**src/rtl/nasti_credit_arbiter.sv**
```systemverilog
// Round-robin address-channel arbiter with per-port outstanding-transaction
// credits. A sticky one-hot grant is held until the master side accepts the
// address beat. Ports whose in-flight count has reached MAX_OUT are skipped
// until a completion frees a slot.
module nasti_credit_arbiter #(
  parameter int N       = 8,
  parameter int MAX_OUT = 4,
  parameter int CW      = $clog2(MAX_OUT + 1),
  parameter int IW      = $clog2(N)
) (
  input  logic          clk,
  input  logic          rstn,
  input  logic [N-1:0]  req,
  input  logic          enable,
  input  logic          ack,
  input  logic          done_valid,
  input  logic [IW-1:0] done_port,
  output logic [N-1:0]  gnt,
  output logic          gnt_valid,
  output logic [IW-1:0] gnt_idx,
  output logic [N-1:0]  busy,
  output logic          idle,
  output logic          err
);

  typedef enum logic {
    IDLE  = 1'b0,
    GRANT = 1'b1
  } state_t;

  state_t        state_reg, state_next;
  logic [N-1:0]  gnt_reg, gnt_next;
  logic [IW-1:0] gnt_idx_reg, gnt_idx_next;
  logic [IW-1:0] ptr_reg, ptr_next;
  logic          err_reg;

  logic [N-1:0]  elig;
  logic [N-1:0]  cnt_zero;
  logic [N-1:0]  underflow;
  logic          bad_port;
  logic [IW:0]   pick_idle;
  logic [IW:0]   pick_ack;
  logic [IW-1:0] ptr_adv;

  // Returns {found, index} of the first set bit of v scanning p, p+1, ...
  // modulo N. Scanning backwards lets the smallest offset overwrite last.
  function automatic logic [IW:0] pick(input logic [N-1:0] v, input logic [IW-1:0] p);
    logic [IW:0] res;
    logic [IW:0] j;
    res = '0;
    for (int k = N - 1; k >= 0; k--) begin
      j = {1'b0, p} + (IW+1)'(k);
      if (j >= (IW+1)'(N)) j = j - (IW+1)'(N);
      if (v[j[IW-1:0]]) res = {1'b1, j[IW-1:0]};
    end
    return res;
  endfunction

  // Pointer position just after the currently granted port, wrapping at N.
  always_comb begin
    logic [IW:0] nx;
    nx = {1'b0, gnt_idx_reg} + (IW+1)'(1);
    if (nx >= (IW+1)'(N)) nx = '0;
    ptr_adv = nx[IW-1:0];
  end

  assign elig      = req & ~busy;
  assign pick_idle = pick(elig, ptr_reg);
  // The port whose beat is being accepted is excluded from the same-cycle re-arbitration.
  assign pick_ack  = pick(elig & ~gnt_reg, ptr_adv);

  // Per-port in-flight counters; an accept and a completion on the same port cancel.
  for (genvar gi = 0; gi < N; gi++) begin : g_port
    logic [CW-1:0] cnt_reg;
    logic          inc;
    logic          dec;

    assign inc           = (state_reg == GRANT) && ack && (gnt_idx_reg == IW'(gi));
    assign dec           = done_valid && (done_port == IW'(gi));
    assign underflow[gi] = dec && (cnt_reg == '0);
    assign busy[gi]      = (cnt_reg == CW'(MAX_OUT));
    assign cnt_zero[gi]  = (cnt_reg == '0);

    // Counter update: saturates at zero on a spurious completion.
    always_ff @(posedge clk or negedge rstn) begin
      if (!rstn) begin
        cnt_reg <= '0;
      end else if (inc && !dec) begin
        cnt_reg <= cnt_reg + CW'(1);
      end else if (dec && !inc && (cnt_reg != '0)) begin
        cnt_reg <= cnt_reg - CW'(1);
      end
    end
  end

  assign bad_port = ({1'b0, done_port} >= (IW+1)'(N));

  // Grant state register.
  always_ff @(posedge clk or negedge rstn) begin
    if (!rstn) begin
      state_reg   <= IDLE;
      gnt_reg     <= '0;
      gnt_idx_reg <= '0;
      ptr_reg     <= '0;
    end else begin
      state_reg   <= state_next;
      gnt_reg     <= gnt_next;
      gnt_idx_reg <= gnt_idx_next;
      ptr_reg     <= ptr_next;
    end
  end

  // Next grant: issue from IDLE, hold while requested, re-arbitrate on accept.
  always_comb begin
    state_next   = state_reg;
    gnt_next     = gnt_reg;
    gnt_idx_next = gnt_idx_reg;
    ptr_next     = ptr_reg;
    case (state_reg)
      IDLE: begin
        if (enable && pick_idle[IW]) begin
          state_next   = GRANT;
          gnt_idx_next = pick_idle[IW-1:0];
          gnt_next     = N'(1) << pick_idle[IW-1:0];
        end
      end
      GRANT: begin
        if (ack) begin
          ptr_next = ptr_adv;
          if (enable && pick_ack[IW]) begin
            gnt_idx_next = pick_ack[IW-1:0];
            gnt_next     = N'(1) << pick_ack[IW-1:0];
          end else begin
            state_next   = IDLE;
            gnt_idx_next = '0;
            gnt_next     = '0;
          end
        end else if (!req[gnt_idx_reg]) begin
          // Requester withdrew before acceptance: drop the grant, no credit taken.
          state_next   = IDLE;
          gnt_idx_next = '0;
          gnt_next     = '0;
        end
      end
      default: begin
        state_next   = IDLE;
        gnt_idx_next = '0;
        gnt_next     = '0;
      end
    endcase
  end

  // Sticky error on a completion for an empty counter or a nonexistent port.
  always_ff @(posedge clk or negedge rstn) begin
    if (!rstn) begin
      err_reg <= 1'b0;
    end else if (done_valid && (bad_port || (|underflow))) begin
      err_reg <= 1'b1;
    end
  end

  assign gnt       = gnt_reg;
  assign gnt_valid = (state_reg == GRANT);
  assign gnt_idx   = gnt_idx_reg;
  assign idle      = (&cnt_zero) && (state_reg != GRANT);
  assign err       = err_reg;

endmodule

```
**config.mk**
```make
export PLATFORM = sky130hd
export DESIGN_NAME = nasti_credit_arbiter
export DESIGN_NICKNAME = d
export VERILOG_FILES = /design/src/rtl/nasti_credit_arbiter.sv
export SDC_FILE = /design/constraint.sdc
export NUM_CORES = 1
export LEC_CHECK = 0
export BUFFER_PORTS_ARGS = -buffer_cell sky130_fd_sc_hd__buf_2
export CORE_MARGIN = 2
export CORE_UTILIZATION = 30
export CTS_CLUSTER_SIZE = 14
export DETAILED_ROUTE_END_ITERATION = 10
export GPL_TIMING_DRIVEN = 1
export PLACE_DENSITY = 0.57
export SLEW_MARGIN = 40
export SYNTH_ARGS = -nofsm -noshare
export SYNTH_HDL_FRONTEND = slang
export SYNTH_SLANG_ARGS = --single-unit
export TNS_END_PERCENT = 1
```
**constraint.sdc**
```tcl
create_clock -name clk -period 6.5 [get_ports clk]
set_input_delay 0.975 -clock clk [delete_from_list [all_inputs] [get_ports clk]]
set_output_delay 0.975 -clock clk [all_outputs]
set_load 0.02 [all_outputs]
```
-- Yosys cells after proc, flatten, opt, wreduce, memory -nomap -nowiden
Index checks and enable logic that the tools add are counted.
- register bits after elaboration: 40
- input port bits: 16
- output and inout port bits: 22
- word-level logic and storage cells: 322
- magnitude comparators: 34
- reductions and logical operators: 99
- shift operators: 2
- muxes and demuxes: 98
- eq/ne operators: 24
- bitwise logic cells: 5
- $add $sub $neg: 47
- operators by type and width (cell ; count):
    two-way mux 3 bit ; 37
    subtractor 3 x 1 -> 3 bit (second input constant) ; 24
    less-than comparator 3 x 4 -> 1 bit (second input constant) ; 17
    two-way mux 4 bit ; 16
    >= comparator 4 bit (second input constant) ; 15
    logical AND 1 bit ; 53
    binary-select mux 1 bit (select 3 bit) ; 17
    == test 3 bit (second input constant) ; 16
    adder 3 x 3 -> 4 bit (second input constant) ; 8
    two-way mux 8 bit ; 4
    logical NOT 3 bit ; 10
    adder 3 x 1 -> 3 bit (second input constant) ; 8
    nonzero test 3 bit ; 8
    two-way mux 1 bit ; 21
    adder 3 x 2 -> 4 bit (second input constant) ; 4
    AND 8 bit ; 2
    logical NOT 1 bit ; 16
    inverter 8 bit ; 2
    one-hot mux 8 bit (2 select lines) ; 1
    nonzero test 2 bit ; 8
    << shifter 1 x 3 -> 8 bit (first input constant) ; 2
    adder 3 x 1 -> 4 bit (second input constant) ; 3
    == test 3 x 2 -> 1 bit (second input constant) ; 4
    >= comparator 3 x 4 -> 1 bit (second input constant) ; 2
    9 further kinds ; 11

-- Longest topological paths before layout
- word-level depth: 20
- depth in mapped cells: 16
- mapped depth without buffers: 13

-- Least setup slack after synthesis
Ideal clock, no wire load.
- path kind: register to register
- from: reg gnt_idx_reg[0], in the netlist gnt_idx[0]
- to: reg gnt_reg[2], in the netlist gnt[2]
- clock period less this slack: 4003 ps
- arrival: 3877 ps
- stages on the path, launching flop included: 15
- required time: 6374 ps
- slack: 2497 ps
- buffers on the path: 2
- library setup time: 126 ps
- path through: dfrtp_1 -> inv_2 -> ha_1 -> buf_4 -> nand2_1 -> buf_4 -> ha_1 -> inv_1 -> xnor2_2 -> mux2_2 -> a2111o_1 -> a31o_1 -> a32o_1 -> nor3b_1 -> a221o_1
- longest elaborated chain between the ends: 20
- elaborated cells between the ends (all ways): 67
- those cells by class: 16 x add/sub; 9 x order compare; 1 x eq/ne; 1 x shift; 38 x mux; 2 x reduce/logical
- ends and longest elaborated chain (element ; line ; RTL):
    start, declared ; 33 ; logic [IW-1:0] gnt_idx_reg, gnt_idx_next;
    start signal, assigned ; 108 ; gnt_idx_reg <= gnt_idx_next;
    adder 3 x 1 -> 4 bit ; 62 ; nx = {1'b0, gnt_idx_reg} + (IW+1)'(1);
    >= comparator 4 bit ; 63 ; if (nx >= (IW+1)'(N)) nx = '0;
    two-way mux 3 bit ; 63 ;
    adder 3 x 3 -> 4 bit ; 52 ; j = {1'b0, p} + (IW+1)'(k);
    >= comparator 4 bit or subtractor 3 x 1 -> 3 bit (tied branches) ; 53 ; if (j >= (IW+1)'(N)) j = j - (IW+1)'(N);
    two-way mux 3 bit ; 53 ;
    binary-select mux 1 bit (select 3 bit) ; 54 ; if (v[j[IW-1:0]]) res = {1'b1, j[IW-1:0]};
    two-way mux 1 bit (not written as such) ; 54 ;
    two-way mux 4 bit (8 in a row) ; 54 ;
    << shifter 1 x 3 -> 8 bit or logical AND 1 bit (tied branches) ; 132, 130 ;
    two-way mux 8 bit ; 130 ; if (enable && pick_ack[IW]) begin
    two-way mux 8 bit ; 128 ; if (ack) begin
    one-hot mux 8 bit (2 select lines) ; 119 ; case (state_reg)
    end signal, assigned ; 107 ; gnt_reg <= gnt_next;
    end, declared ; 32 ; logic [N-1:0] gnt_reg, gnt_next;
Several ways; a longest one is shown, not always the timed one. The select of a mux whose other input is x is not followed.
A chain may end at the register's enable or synchronous reset.

-- Final worst setup path
- from: reg gnt_idx_reg[1], in the netlist gnt_idx[1]
- to: reg gnt_reg[0], in the netlist gnt[0]
- longest elaborated chain between the ends: 20
- elaborated cells between the ends (all ways): 67
- those cells by class: 16 x add/sub; 9 x order compare; 1 x eq/ne; 1 x shift; 38 x mux; 2 x reduce/logical
- ends and longest elaborated chain (element ; line ; RTL):
    adder 3 x 1 -> 4 bit (*) ; 62 ;
    >= comparator 4 bit ; 63 ;
    two-way mux 3 bit (*) ; 63 ;
    net ptr_adv[1] ; 43 ; logic [IW-1:0] ptr_adv;
    adder 3 x 3 -> 4 bit ; 52 ;
    >= comparator 4 bit or subtractor 3 x 1 -> 3 bit (tied branches) ; 53 ;
    two-way mux 3 bit ; 53 ;
    binary-select mux 1 bit (select 3 bit) ; 54 ;
    two-way mux 1 bit (not written as such) ; 54 ;
    two-way mux 4 bit (7 in a row) ; 54 ;
    two-way mux 4 bit (*) ; 54 ;
    << shifter 1 x 3 -> 8 bit or logical AND 1 bit (tied branches) ; 132, 130 ;
    two-way mux 8 bit (*) ; 130 ;
    two-way mux 8 bit (*) ; 128 ;
    one-hot mux 8 bit (2 select lines) (*) ; 119 ;
The timed path passes the listed nets; every way through them passes the cells marked *. The select of a mux whose other input is x is not followed.

==> out/metrics.sh <==
IO_BUFFER_COUNT=37
DIEWIDTH_UM=136
FIN_WORST_SKEW_NS=0.00368
POSTROUTEANTENNANETS=0
NETLIST.AREA_LEADER.SHARE_PCT=19.1
CTS_TREE='yes'
NETLIST_AREA_SQ_UM=5230
POST_CTS_BUFFERS=0
WIRE_LENGTH_OF_THE_FIRST_GLOBAL_ROUTING_PASS_UM=27000
POST-ROUTE-PERIOD-UTIL_PCT=71.0
SYNTH_SEQ_CELLS=40
CLKLATENCYLATEPIN_NS=0.28
FINALSETUPVIOLATIONS=0
DRT_ITER0_MARKERS=622
SYN2LAYOUT_AREA_GROWTH_PCT=9.42
FINAL_TNS_SETUP_NS=0
MAX_CAP_VIOL_COUNT=0
LARGEST_REGISTER_FFS=24
CLK_ROOT_BUFFER_CELL='sky130_fd_sc_hd__clkbuf_16'
CTS_BUFFERS=5
PLACEMENTROWS=48
SYNTH_ASYNC_SR_FLOP_SHARE_PCT=100
POST-DP-HPWL_UM=13200
FINAL_CORE_UTILIZATION_PCT=33.3
DETAILEDROUTE.FIRSTPASSITERATIONCOUNT=8
PROPORTION_OF_LAYOUT_CELLS_WITH_A_DRIVE_SUFFIX_ABOVE_1_PCT=18.3
SYNTHFLOPTYPE='sky130_fd_sc_hd__dfrtp_1'
PERIOD_NEEDED_NS=4.62
NUM_ANTENNA_CELLS=0
NUMCLOCKSINKS=40
SLEW_HEADROOM_PCT=44.5
PLACEMENT.SETUP.WORST_SLACK_NS=2.03
CTS_HOLD_BUFFERS_ADDED=0
CTS_MAX_LEVEL=2
SYN_INST=599
GP_ROUTABILITY_CONGESTION=0.986
FINAL_NETS=649
AREA_OCCUPIED_BY_MULTI_INPUT_GATES_SQ_UM=3960
CP.REQUIRED_NS=6.69
ANTENNA_FOUND_INITIAL=0
CLASS_OF_THE_MOST_CRITICAL_SETUP_PATH='reg -> reg'
CLKSLEWWORSTSETUPHOLDPATHS_NS=0.06
FINAL.SETUP.WORST_SLACK_NS=1.88
FILLERINSTANCES=1878
ROUTED_WIRE_LENGTH_PER_INSTANCE_UM=20.5
SYNTH_COMMON_CELLS='69 x sky130_fd_sc_hd__nand2_1, 40 x sky130_fd_sc_hd__dfrtp_1, 38 x sky130_fd_sc_hd__mux2i_1, 35 x sky130_fd_sc_hd__nor2_1, 29 x sky130_fd_sc_hd__a21oi_1'
CTSLONGESTPATHBUFFERS=2
FLOORPLAN.DIE_AREA_SQ_UM=18500
RSZ0062_AT_GRT='no'
DIEHEIGHT_UM=136
TIMING.FMAX_MHz=217
NUMBER_OF_GATES_RESIZED_AFTER_CTS=0
NUMBER_OF_GLOBAL_ROUTE_VIAS_BEFORE_REPAIR=4702
HOLDCRITPATHCLASS='reg -> reg'
FLOORPLAN.IO_PINS=38
SYNTH.YOSYS.SEQ_AREA_SHARE_PCT=19.1
NUMBER_OF_ENABLE_TYPE_REGISTER_CELLS_IN_THE_SYNTHESIZED_NETLIST=0
YOSYS.CELL_COUNT.TOP_TYPE='sky130_fd_sc_hd__nand2_1'
SYNTH_AREA_PER_CELL_SQ_UM=8.73
RUN_STATUS='complete, no violations'
START_KIND='flop'
REPORT.FINAL.HOLD_VIOL_COUNT=0
GLOBAL_ROUTE_USAGE_OVER_ALL_LAYERS_PCT=18.7
YOSYSWARNINGCOUNT=0
DRT-TOTAL-WL_UM=17200
FP.COREAREA_SQ_UM=17200
DRT_DRC_VIOLATIONS_LEFT=0
AVGVIACOUNTPERCELL=6.09
GRT.OVERFLOW.TOTAL=0
INITIAL_UTILIZATION_PCT=30.5
SYNTH_CELL_TYPE_COUNT=88
SYNTH_TOP_CELLS_BY_AREA='sky130_fd_sc_hd__dfrtp_1 19%, sky130_fd_sc_hd__mux4_2 11%, sky130_fd_sc_hd__mux2i_1 7.3%'
SYNTH.NET_COUNT=633
YOSYS.AREA.TOP_TYPE='sky130_fd_sc_hd__dfrtp_1'
FF_LATCH_AREA_SQ_UM=1000
WORST-PATH-MAX-FANOUT=13
CRITICAL_PATH_ARRIVAL_NS=4.81
WORST_PIN_SLEW_NS=0.832
GRT_START_MAX_NET_PINS=41
TIMING.CRITICAL_PATH.TO_TYPE='flop'
ROUTE.VIAS.TOTAL=5124
NUMBER_OF_PINS_WITH_NEGATIVE_MAX_SLEW_SLACK_IN_THE_FINAL_REPORT=0
==> per-layer routing <==
layer,routed length [um],global-route usage [%],up-vias,share of wire [%]
met5,0,0,-,0
met4,323,4.86,0,1.9
met3,1490,2.83,30,8.7
met2,7630,28.9,301,44
met1,7780,27.2,2478,45
li1,-,-,2315,-
==> layout make-up <==
type	instances	area share, %
repair buffers	41	3.80
clock buffers	7	2.32
inverters	32	2.10
multi-input cells	495	69.2
clock inverters	1	0.153
well taps	225	4.92
flip-flops and latches	40	17.5
==> path summary, 6_finish.rpt <==
| path | startpoint | end | slack [ns] | depth (start not counted) |
|---|---|---|---|---|
| max in group asynchronous | rstn | ptr_reg[2]$_DFFE_PN0P_ | 5.43 | 1 |
| worst min register to register | err$_DFFE_PN0P_ | err$_DFFE_PN0P_ | 0.47 | 1 |
| min in group asynchronous | rstn | g_port[0].cnt_reg[1]$_DFFE_PN0P_ | 0.68 | 1 |
| worst max-delay path | gnt_idx[1]$_DFFE_PN0P_ | gnt[0]$_DFFE_PN0P_ | 1.88 | 12 |
| worst min-delay path | err$_DFFE_PN0P_ | err$_DFFE_PN0P_ | 0.47 | 1 |
| worst max register to register | gnt_idx[1]$_DFFE_PN0P_ | gnt[0]$_DFFE_PN0P_ | 1.88 | 12 |
==> through the flow <==
step	cell area, sq um	instances	hold slack (ns)
3_3_place_gp	5570	833	0.471
6_report	5720	841	0.474
3_5_place_dp	5580	833	0.456
2_1_floorplan	5230	599	0.450
5_1_grt	5720	841	0.496
4_1_cts	5720	841	0.480
==> cells by family (layout without fill, tap and decap cells) <==
kind of cell,after synthesis,count (layout),synth area share [%]
AO/OA/AOI/OAI,153,153,22.5
adder cells (fa/ha/maj),18,18,5.45
buffers and inverters,64,81,5.24
flip-flops,40,40,19.1
XOR/XNOR,26,26,4.50
multiplexers,75,75,20.9
AND/OR/NAND/NOR,223,223,22.3
==> layout by cell type, fill, tap and decap left out, types with 12 or more instances in the layout <==
| master | netlist | routed |
|---|---|---|
| sky130_fd_sc_hd__nand2_1 | 69 | 69 |
| sky130_fd_sc_hd__dfrtp_1 | 40 | 39 |
| sky130_fd_sc_hd__mux2i_1 | 38 | 38 |
| sky130_fd_sc_hd__buf_2 | 7 | 36 |
| sky130_fd_sc_hd__nor2_1 | 35 | 35 |
| sky130_fd_sc_hd__a21oi_1 | 29 | 29 |
| sky130_fd_sc_hd__mux4_2 | 25 | 25 |
| sky130_fd_sc_hd__inv_1 | 25 | 24 |
| sky130_fd_sc_hd__nor3_1 | 20 | 19 |
| sky130_fd_sc_hd__o21ai_0 | 18 | 18 |
| sky130_fd_sc_hd__nor2b_1 | 16 | 16 |
| sky130_fd_sc_hd__nand2b_1 | 15 | 15 |
| sky130_fd_sc_hd__nand3_1 | 13 | 13 |
| sky130_fd_sc_hd__xnor2_1 | 13 | 13 |
| sky130_fd_sc_hd__xor2_1 | 12 | 12 |
==> critical path: stages, from the launching register on <==
cell                       delay (ns)
sky130_fd_sc_hd__dfrtp_1         0.69
sky130_fd_sc_hd__inv_1           0.13
sky130_fd_sc_hd__ha_1            0.46
sky130_fd_sc_hd__nand2_1         0.46
sky130_fd_sc_hd__clkinv_1        0.39
sky130_fd_sc_hd__ha_1            0.37
sky130_fd_sc_hd__xnor2_1         0.32
sky130_fd_sc_hd__mux2i_1         0.36
sky130_fd_sc_hd__nor4b_1         0.10
sky130_fd_sc_hd__a31oi_1         0.47
sky130_fd_sc_hd__inv_1           0.16
sky130_fd_sc_hd__or3_1           0.43
sky130_fd_sc_hd__o221ai_1        0.19
Power is left out: the tool's default activity adds up to more than one toggle a clock period on the data nets, which glitch-free logic cannot reach.
